File: src/rtl/cart_bus_pkg.sv
// Shared types and constants for the cartridge bus arbiter/sequencer.
// Covers FSM states, port indices, the cartridge RAM chip-select window and default phase lengths.
package cart_bus_pkg;

    typedef enum logic [1:0] {
        IDLE   = 2'd0,
        SETUP  = 2'd1,
        STROBE = 2'd2,
        HOLD   = 2'd3
    } state_t;

    localparam logic PORT_CPU = 1'b0;
    localparam logic PORT_DMA = 1'b1;

    localparam logic [15:0] CS_LO = 16'hA000;
    localparam logic [15:0] CS_HI = 16'hFDFF;

    localparam int DEF_SETUP_CYCLES  = 1;
    localparam int DEF_STROBE_CYCLES = 2;
    localparam int DEF_HOLD_CYCLES   = 1;

    localparam int CNT_W = 8;

    // External RAM and the upper echo region are selected through cart_cs_n.
    function automatic logic in_cs_window(input logic [15:0] a);
        return (a >= CS_LO) && (a <= CS_HI);
    endfunction

    function automatic logic [1:0] port_onehot(input logic p);
        return p ? 2'b10 : 2'b01;
    endfunction

endpackage

File: src/rtl/cart_bus_arb_if.sv
// Requester handshake plus cartridge pin bundle for cart_bus_arb.
// The master modport is the requester/cartridge side; the slave modport is the arbiter.
interface cart_bus_arb_if;
    logic [1:0]  req;
    logic [1:0]  we;
    logic [15:0] addr0;
    logic [15:0] addr1;
    logic [7:0]  wdata0;
    logic [7:0]  wdata1;
    logic [1:0]  ack;
    logic [7:0]  rdata;
    logic        busy;
    logic [15:0] cart_a;
    logic [7:0]  cart_dout;
    logic        cart_doe;
    logic [7:0]  cart_din;
    logic        cart_rd_n;
    logic        cart_wr_n;
    logic        cart_cs_n;

    modport master (
        output req, we, addr0, addr1, wdata0, wdata1, cart_din,
        input  ack, rdata, busy, cart_a, cart_dout, cart_doe, cart_rd_n, cart_wr_n, cart_cs_n
    );

    modport slave (
        input  req, we, addr0, addr1, wdata0, wdata1, cart_din,
        output ack, rdata, busy, cart_a, cart_dout, cart_doe, cart_rd_n, cart_wr_n, cart_cs_n
    );
endinterface

File: src/rtl/cart_rr_arb2.sv
// Combinational 2-way round-robin picker; the last-grant state is held by the caller.
module cart_rr_arb2
    import cart_bus_pkg::*;
(
    input  logic [1:0] req,
    input  logic       last_grant,
    output logic       grant,
    output logic       valid
);

    // A tie goes to the port that did not win last time.
    always_comb begin
        grant = PORT_CPU;
        valid = 1'b0;
        case (req)
            2'b01: begin
                grant = PORT_CPU;
                valid = 1'b1;
            end
            2'b10: begin
                grant = PORT_DMA;
                valid = 1'b1;
            end
            2'b11: begin
                grant = ~last_grant;
                valid = 1'b1;
            end
            default: begin
                grant = PORT_CPU;
                valid = 1'b0;
            end
        endcase
    end

endmodule

File: src/rtl/cart_bus_arb.sv
// Cartridge bus arbiter and SETUP/STROBE/HOLD access sequencer.
// All cartridge pins and requester responses are driven straight from flops.
module cart_bus_arb
    import cart_bus_pkg::*;
#(
    parameter int SETUP_CYCLES  = DEF_SETUP_CYCLES,
    parameter int STROBE_CYCLES = DEF_STROBE_CYCLES,
    parameter int HOLD_CYCLES   = DEF_HOLD_CYCLES
) (
    input  logic         gb_clk,
    input  logic         gb_rst,
    cart_bus_arb_if.slave bus
);

    localparam logic [CNT_W-1:0] SETUP_LOAD  = CNT_W'(SETUP_CYCLES - 1);
    localparam logic [CNT_W-1:0] STROBE_LOAD = CNT_W'(STROBE_CYCLES - 1);
    localparam logic [CNT_W-1:0] HOLD_LOAD   = CNT_W'(HOLD_CYCLES - 1);
    localparam logic [CNT_W-1:0] CNT_ONE     = CNT_W'(1);

    state_t             state_r;
    logic [CNT_W-1:0]   cnt_r;
    logic               last_r;
    logic               gnt_r;
    logic               we_r;
    logic [15:0]        cart_a_r;
    logic [7:0]         cart_dout_r;
    logic               cart_doe_r;
    logic               rd_n_r;
    logic               wr_n_r;
    logic               cs_n_r;
    logic [7:0]         rdata_r;
    logic [1:0]         ack_r;
    logic               busy_r;

    logic               pick_s;
    logic               pick_valid_s;
    logic               sel_we_s;
    logic [15:0]        sel_addr_s;
    logic [7:0]         sel_wdata_s;

    cart_rr_arb2 u_rr (
        .req        (bus.req),
        .last_grant (last_r),
        .grant      (pick_s),
        .valid      (pick_valid_s)
    );

    // Route the picked port's access description toward the latch in IDLE.
    always_comb begin
        sel_we_s    = 1'b0;
        sel_addr_s  = 16'h0000;
        sel_wdata_s = 8'h00;
        if (pick_s == PORT_DMA) begin
            sel_we_s    = bus.we[1];
            sel_addr_s  = bus.addr1;
            sel_wdata_s = bus.wdata1;
        end else begin
            sel_we_s    = bus.we[0];
            sel_addr_s  = bus.addr0;
            sel_wdata_s = bus.wdata0;
        end
    end

    // Access sequencer; every pin is set on the edge that enters the state it belongs to.
    always_ff @(posedge gb_clk or posedge gb_rst) begin
        if (gb_rst) begin
            state_r     <= IDLE;
            cnt_r       <= '0;
            last_r      <= PORT_DMA;
            gnt_r       <= PORT_CPU;
            we_r        <= 1'b0;
            cart_a_r    <= 16'h0000;
            cart_dout_r <= 8'h00;
            cart_doe_r  <= 1'b0;
            rd_n_r      <= 1'b1;
            wr_n_r      <= 1'b1;
            cs_n_r      <= 1'b1;
            rdata_r     <= 8'h00;
            ack_r       <= 2'b00;
            busy_r      <= 1'b0;
        end else begin
            ack_r <= 2'b00;
            case (state_r)
                IDLE: begin
                    if (pick_valid_s) begin
                        state_r     <= SETUP;
                        cnt_r       <= SETUP_LOAD;
                        last_r      <= pick_s;
                        gnt_r       <= pick_s;
                        we_r        <= sel_we_s;
                        cart_a_r    <= sel_addr_s;
                        cart_dout_r <= sel_we_s ? sel_wdata_s : 8'h00;
                        cart_doe_r  <= sel_we_s;
                        cs_n_r      <= ~in_cs_window(sel_addr_s);
                        busy_r      <= 1'b1;
                    end
                end
                SETUP: begin
                    if (cnt_r == '0) begin
                        state_r <= STROBE;
                        cnt_r   <= STROBE_LOAD;
                        rd_n_r  <= we_r;
                        wr_n_r  <= ~we_r;
                    end else begin
                        cnt_r <= cnt_r - CNT_ONE;
                    end
                end
                STROBE: begin
                    if (cnt_r == '0) begin
                        // Strobe release here gives the mapper its latching edge with address/data still stable.
                        state_r <= HOLD;
                        cnt_r   <= HOLD_LOAD;
                        rd_n_r  <= 1'b1;
                        wr_n_r  <= 1'b1;
                        if (!we_r) begin
                            rdata_r <= bus.cart_din;
                        end
                        if (HOLD_LOAD == '0) begin
                            ack_r <= port_onehot(gnt_r);
                        end
                    end else begin
                        cnt_r <= cnt_r - CNT_ONE;
                    end
                end
                HOLD: begin
                    if (cnt_r == '0) begin
                        state_r     <= IDLE;
                        cart_doe_r  <= 1'b0;
                        cart_dout_r <= 8'h00;
                        cs_n_r      <= 1'b1;
                        busy_r      <= 1'b0;
                    end else begin
                        cnt_r <= cnt_r - CNT_ONE;
                        if (cnt_r == CNT_ONE) begin
                            ack_r <= port_onehot(gnt_r);
                        end
                    end
                end
                default: begin
                    state_r    <= IDLE;
                    rd_n_r     <= 1'b1;
                    wr_n_r     <= 1'b1;
                    cs_n_r     <= 1'b1;
                    cart_doe_r <= 1'b0;
                    busy_r     <= 1'b0;
                end
            endcase
        end
    end

    assign bus.ack       = ack_r;
    assign bus.rdata     = rdata_r;
    assign bus.busy      = busy_r;
    assign bus.cart_a    = cart_a_r;
    assign bus.cart_dout = cart_dout_r;
    assign bus.cart_doe  = cart_doe_r;
    assign bus.cart_rd_n = rd_n_r;
    assign bus.cart_wr_n = wr_n_r;
    assign bus.cart_cs_n = cs_n_r;

endmodule

File: src/flat_wrapper.sv
// flat-port wrapper written by rule: the top's interface ports become plain ports
module cart_bus_arb_flat import cart_bus_pkg::*;
#(
    parameter int SETUP_CYCLES  = DEF_SETUP_CYCLES,
    parameter int STROBE_CYCLES = DEF_STROBE_CYCLES,
    parameter int HOLD_CYCLES   = DEF_HOLD_CYCLES
)
  (gb_clk, gb_rst, bus_req, bus_we, bus_addr0, bus_addr1, bus_wdata0, bus_wdata1, bus_cart_din, bus_ack, bus_rdata, bus_busy, bus_cart_a, bus_cart_dout, bus_cart_doe, bus_cart_rd_n, bus_cart_wr_n, bus_cart_cs_n);
  cart_bus_arb_if bus_i ();
  input  logic gb_clk;
  input  logic gb_rst;
  input wire logic [$bits(bus_i.req)-1:0] bus_req;
  input wire logic [$bits(bus_i.we)-1:0] bus_we;
  input wire logic [$bits(bus_i.addr0)-1:0] bus_addr0;
  input wire logic [$bits(bus_i.addr1)-1:0] bus_addr1;
  input wire logic [$bits(bus_i.wdata0)-1:0] bus_wdata0;
  input wire logic [$bits(bus_i.wdata1)-1:0] bus_wdata1;
  input wire logic [$bits(bus_i.cart_din)-1:0] bus_cart_din;
  output wire logic [$bits(bus_i.ack)-1:0] bus_ack;
  output wire logic [$bits(bus_i.rdata)-1:0] bus_rdata;
  output wire logic [$bits(bus_i.busy)-1:0] bus_busy;
  output wire logic [$bits(bus_i.cart_a)-1:0] bus_cart_a;
  output wire logic [$bits(bus_i.cart_dout)-1:0] bus_cart_dout;
  output wire logic [$bits(bus_i.cart_doe)-1:0] bus_cart_doe;
  output wire logic [$bits(bus_i.cart_rd_n)-1:0] bus_cart_rd_n;
  output wire logic [$bits(bus_i.cart_wr_n)-1:0] bus_cart_wr_n;
  output wire logic [$bits(bus_i.cart_cs_n)-1:0] bus_cart_cs_n;
  assign bus_i.req = bus_req;
  assign bus_i.we = bus_we;
  assign bus_i.addr0 = bus_addr0;
  assign bus_i.addr1 = bus_addr1;
  assign bus_i.wdata0 = bus_wdata0;
  assign bus_i.wdata1 = bus_wdata1;
  assign bus_i.cart_din = bus_cart_din;
  assign bus_ack = bus_i.ack;
  assign bus_rdata = bus_i.rdata;
  assign bus_busy = bus_i.busy;
  assign bus_cart_a = bus_i.cart_a;
  assign bus_cart_dout = bus_i.cart_dout;
  assign bus_cart_doe = bus_i.cart_doe;
  assign bus_cart_rd_n = bus_i.cart_rd_n;
  assign bus_cart_wr_n = bus_i.cart_wr_n;
  assign bus_cart_cs_n = bus_i.cart_cs_n;
  cart_bus_arb #(.SETUP_CYCLES(SETUP_CYCLES), .STROBE_CYCLES(STROBE_CYCLES), .HOLD_CYCLES(HOLD_CYCLES)) u_core (.gb_clk(gb_clk), .gb_rst(gb_rst), .bus(bus_i));
endmodule
File: config.mk
export PLATFORM = sky130hd
export DESIGN_NAME = cart_bus_arb_flat
export DESIGN_NICKNAME = d
export VERILOG_FILES = /design/src/rtl/cart_bus_pkg.sv /design/src/rtl/cart_bus_arb_if.sv /design/src/rtl/cart_rr_arb2.sv /design/src/rtl/cart_bus_arb.sv /design/src/flat_wrapper.sv
export SDC_FILE = /design/constraint.sdc
export NUM_CORES = 1
export LEC_CHECK = 0
export CORE_UTILIZATION = 47
export CTS_CLUSTER_SIZE = 14
export DETAILED_ROUTE_END_ITERATION = 8
export GPL_TIMING_DRIVEN = 0
export PLACE_DENSITY = 0.85
export SLEW_MARGIN = 20
export SYNTH_ARGS = -nofsm -noshare
export SYNTH_HDL_FRONTEND = slang
export SYNTH_SLANG_ARGS = --single-unit
export TNS_END_PERCENT = 30
File: constraint.sdc
create_clock -name gb_clk -period 3.5 [get_ports gb_clk]
set_input_delay 0.35 -clock gb_clk [delete_from_list [all_inputs] [get_ports gb_clk]]
set_output_delay 0.35 -clock gb_clk [all_outputs]
set_load 0.005 [all_outputs]
Word level (Yosys, flattened, before mapping)
Index checks and enable logic that the tools add are counted.

storage, ports and cells
  bits in registers = 52
  bits in latches = 0
  bits in writable memories = 0
  bits in read-only memories = 0
  bits of input ports = 62
  output and inout bits = 39
  word-level logic and storage cells = 80
  memories kept = 0

operators by class
  add/sub/neg operators = 1
  multiply operators = 0
  div/mod/pow operators = 0
  magnitude comparators = 2
  equality and inequality tests = 12
  shift-type cells = 0
  mux-type cells = 36
  bitwise operators = 3
  reductions and logical operators = 12

operator list
  operator                                                                  number
  8-bit 2-to-1 mux                                                          8
  8-bit one-hot mux with 4 select lines                                     1
  16-bit greater-or-equal comparator (second input constant)                1
  16-bit less-or-equal comparator (second input constant)                   1
  16-bit 2-to-1 mux                                                         1
  2-bit 2-to-1 mux                                                          8
  8-bit one-hot mux with 2 select lines                                     1
  1-bit one-hot mux with 2 select lines                                     6
  1-bit 2-to-1 mux                                                          9
  3-bit AND reduction                                                       3
  2-bit equality test (second input constant)                               4
  8-bit by 1-bit equality test with 1-bit output (second input constant)    1
  8-bit zero test                                                           1
  2-bit by 1-bit inequality test with 1-bit output (second input constant)  4
  2-bit one-hot mux with 4 select lines                                     1
  8-bit by 1-bit subtractor with 8-bit output (second input constant)       1
  2-bit by 1-bit equality test with 1-bit output (second input constant)    2
  2-bit one-hot mux with 2 select lines                                     1
  2-bit AND reduction                                                       2
  4-bit AND reduction                                                       1
  2-bit nonzero test                                                        2
  1-bit NOT                                                                 3
  3-bit OR reduction                                                        1
  2-bit zero test                                                           1
  other kinds (2)                                                           2

Depth between registers and ports, before layout
  depth after elaboration = 8
  mapped depth = 8
  depth with buffers taken out = 6

Cells and area by module
A second synthesis with hierarchy kept.

unflattened totals
  cells, all modules = 242
  area, all modules = 2587.5 um^2

by module, submodules not included
  module        instances  cells each  area each (um^2)
  cart_bus_arb  1          240         2573.7
  cart_rr_arb2  1          2           13.8

Worst setup path after synthesis
OpenSTA, ideal clock, no wires.

  path kind = reg2reg
  from = register u_core.cnt_r[0]
  to = register u_core.state_r[1]
  library setup time = 125 ps
  arrival = 1746 ps
  setup slack = 1629 ps
  stages on the path, launching flop included = 8
  path buffers = 1
  clock period less this slack = 1871 ps
  cells stage by stage = dfrtp_1 -> inv_1 -> ha_1 -> nor3b_1 -> and2_1 -> buf_6 -> o21a_1 -> mux2_2

between the ends
  cells in the longest elaborated chain, start to end = 3

ends and longest elaborated chain
  element                                                            RTL line                                                      source
  from (decl)                                                        cart_bus_arb.sv:21                                            logic [CNT_W-1:0] cnt_r;
  from (signal assigned)                                             cart_bus_arb.sv:105                                           cnt_r <= cnt_r - CNT_ONE;
  from (signal assigned)                                             cart_bus_arb.sv:122                                           cnt_r <= cnt_r - CNT_ONE;
  from (signal assigned)                                             cart_bus_arb.sv:133                                           cnt_r <= cnt_r - CNT_ONE;
  8-bit zero test (*)                                                cart_bus_arb.sv:99, cart_bus_arb.sv:109, cart_bus_arb.sv:126
  2-bit by 1-bit inequality test with 1-bit output (no source line)  -
  4-bit AND reduction (no source line) (*)                           -
  to (signal assigned)                                               cart_bus_arb.sv:100                                           state_r <= STROBE;
  to (signal assigned)                                               cart_bus_arb.sv:111                                           state_r <= HOLD;
  to (signal assigned)                                               cart_bus_arb.sv:127                                           state_r <= IDLE;
  to (decl)                                                          cart_bus_arb.sv:20                                            state_t state_r;

Mark *: on every way between the ends. The rest lies on a longest branch, timed or not.
A chain may end at the register's enable or synchronous reset.

Worst setup path after layout
  from = register u_core.state_r[0]
  to = register u_core.cnt_r[7]

between the ends
  cells in the longest elaborated chain, start to end = 3

ends and longest elaborated chain
  element                                                                                                            RTL line             source
  from (signal assigned)                                                                                             cart_bus_arb.sv:67   state_r <= IDLE;
  from (signal assigned)                                                                                             cart_bus_arb.sv:86   state_r <= SETUP;
  from (signal assigned)                                                                                             cart_bus_arb.sv:100
  2-bit equality test / 2-bit zero test (equally long branches)                                                      cart_bus_arb.sv:83   case (state_r)
  2-bit inequality test (no source line) / 2-bit by 1-bit inequality test with 1-bit output (equally long branches)  -
  2-bit AND reduction (no source line)                                                                               -

Parallel ways exist; a longest one is shown, timed or not.

==> flow_summary.ini <==
[placed_design]
io_buffers = 100
gp_routability_congestion = 0.814
dp.cells = 407
pre_cts_ws_ns = 1.11
dpl.hpwl_mm = 4.60
placed_area_um2 = 3680

[setup_path]
crit_chain = inv_1, ha_1, nor3_1, a211oi_1, a41oi_1, a31oi_1
slowest_stage = a211oi_1
worstPathArrival_ns = 2.52
cp_slowest_stage_delay_ns = 0.76
end_kind = flop
start_kind = flop
critPathLaunch = u_core.state_r[0]
cp.required_ns = 3.73
setup.worst_path.class = reg -> reg
cp_max_fo = 7
crit_family = compound AO/OA/AOI/OAI gates
critPathBufInv = 1
r2r_start = u_core.state_r[0]

[drt]
met1_length_mm = 2.57
met2_length_mm = 2.97
drc = 0
dr_total_vias = 2198
ant_nets = 0
top_layer = met4
wl_per_cell_um = 14.5
route.met3.wl_um = 395
firstDrtPassIters = 4
routed_wl_mm = 6.00
first_iter_violations = 109
viasPerCell = 5.30

[floorplanning]
coreArea_um2 = 5170
design.die.area_um2 = 5770
rows = 26
die_h_um = 76.0
die_x_um = 76.0
start_util = 0.497
pin_count = 101

[global_routing]
grt_pass1_wl_mm = 10.2
grt_pass1_vias = 2137
grt_util_all_layers = 0.223
grt_max_degree = 28
grt.overflow.total = 0
antenna_found_initial = 0

[synthesis]
ys_seq_elements = 52
synth_area_leaders = dfrtp_1 47%, mux2i_1 9.3%, dfstp_2 4.1%, o21ai_0 3.9%, ha_1 3.4%
synth_top_area_share = 0.467
syn-cell-area_um2 = 2570
synthArstFlopShare = 1.00
synth_flop_cell = dfrtp_1
synth_area_leader_cell = dfrtp_1
synth_edf_count = 0
synth_area_per_cell_um2 = 10.9
syn-num-nets = 305
syn_inst = 236
yosysWarnings = 0
synth_cell_type_count = 47
yosysSeqAreaShare = 0.508

[job]
max_cap_viol_count = 0

[clock_network]
numClockSinks = 52
hold_buffers = 0
numCtsBuffers = 5
cts-resized-gates = 0
htreeDepth = 2
clk_pin_slew_worst_paths_ns = 0.09
postCtsSetupBuffers = 0
cts_root_buf = clkbuf_8
cts_tree = yes
insertion_delay_ns = 0.31
clock_tree.buffer_depth = 2

[min_path]
hold_path_class = in -> async

[pwr]
power.total_mw = 2.95
powerDensity_nw_per_um2 = 784
leakage_nw = 1.61
ir_worst_vdd_mv = 0.427

[layout]
fin_util = 0.729
antenna_cells = 0
num-fill-cells = 390
fin_cells = 415
fin_area_um2 = 3770
drive_above_1_share = 0.0928
area_growth_pct = 46.6
nets = 413

[timing]
fin_crit_ns = 2.28
tns_ns = 0
setup_viol = 0
max_freq_ghz = 0.438
rsz0062_at_grt = false
hold_viol = 0
maxSlewViolCount = 0
relSlewSlack = 0.414
period_share = 0.652
finClkSkew_ns = 0.00479
tightest_slew_ns = 0.873
whs_ns = 0.404
fin_ws_ns = 1.22

[outcome]
run_status = finished clean
[layer usage]
metal	track usage	vias to the layer above
met4	0.0577	0
li1	-	1073
met5	0	-
met2	0.375	73
met1	0.277	1047
met3	0.0735	5
[logic make-up after synthesis]
kind of cell,synth area share
AOI/OAI and AO/OA,0.170
adders and majority gates,0.0341
buffers and inverters,0.0375
DFF,0.508
muxes,0.136
and+or+nand+nor,0.115
[worst paths after layout]
check                                           to  cells after the start  slack [ns]
max in group asynchronous     u_core.bus.cart_cs_n                      3        2.50
hold / removal             u_core.bus.cart_dout[0]                      2        0.40
setup reg to reg                   u_core.cnt_r[7]                      6        1.22
setup / recovery                   u_core.cnt_r[7]                      6        1.22
min in group gb_clk              u_core.bus.ack[0]                      1        0.47
hold reg to reg                  u_core.bus.ack[0]                      1        0.47
[layout by cell type, fill, tap and decap left out, drive strengths merged, types with 2 or more instances in the layout]
| master | count |
|---|---|
| a31oi | 8 |
| a211oi | 3 |
| dfstp | 4 |
| mux2 | 9 |
| nand2 | 23 |
| clkbuf | 10 |
| o22ai | 2 |
| ha | 7 |
| o22a | 2 |
| o21ai | 21 |
| o2bb2ai | 8 |
| mux2i | 24 |
| clkdlybuf4s50 | 100 |
| nor2b | 2 |
| a21oi | 6 |
| dfrtp | 48 |
| inv | 12 |
| buf | 7 |
| nor3 | 3 |
| nand3 | 2 |
| and2 | 3 |
| nand2b | 3 |
| nor2 | 12 |
| a22o | 2 |
| nand4 | 3 |
[final cells by class]
cell class	count	area [um^2]	share of cell area
tap	70	87.6	0.0232
inverter	11	41.3	0.0110
sequential	52	1310	0.346
clock buffer	5	68.8	0.0183
clock inverter	3	21.3	0.00564
multi-input combinational	162	1170	0.310
buffer	11	55.1	0.0146
timing repair buffer	101	1020	0.271
[sequential cells by signal, indices dropped and copies added, names as in the netlist]
name	count
u_core.bus.ack	2
u_core.bus.busy	1
u_core.bus.cart_a	16
u_core.bus.cart_cs_n	1
u_core.bus.cart_doe	1
u_core.bus.cart_dout	8
u_core.bus.cart_rd_n	1
u_core.bus.cart_wr_n	1
u_core.bus.rdata	8
u_core.cnt_r	8
u_core.gnt_r	1
u_core.last_r	1
u_core.state_r	2
u_core.we_r	1
[power breakdown]
group	switching [mW]	leakage (nW)	internal, mW	total, mW
Sequential	0.186	0.642	0.888	1.07
Combinational	0.696	0.918	0.836	1.53
Clock	0.205	0.0445	0.142	0.347
[worst register-to-register path: stages (launching register included)]
cell	delay, ns
dfrtp_1	0.42
inv_1	0.10
ha_1	0.34
nor3_1	0.18
a211oi_1	0.76
a41oi_1	0.22
a31oi_1	0.19
[synthesized netlist by cell type (2+ instances only)]
library cell,instances
clkbuf_1,5
a22o_1,2
a31oi_1,8
o22a_1,2
mux2i_1,24
mux2_2,7
nand2b_1,3
nand2_1,23
o22ai_1,2
and2_1,3
nor2_1,12
o2bb2ai_1,8
a211oi_1,3
nor2b_1,2
nor3_1,3
nand4_1,3
inv_1,11
buf_2,5
dfrtp_1,48
dfstp_2,4
ha_1,7
o21ai_0,20
a21oi_1,6
mux2_4,2
Note: power is estimated with default switching activity, not from simulation.
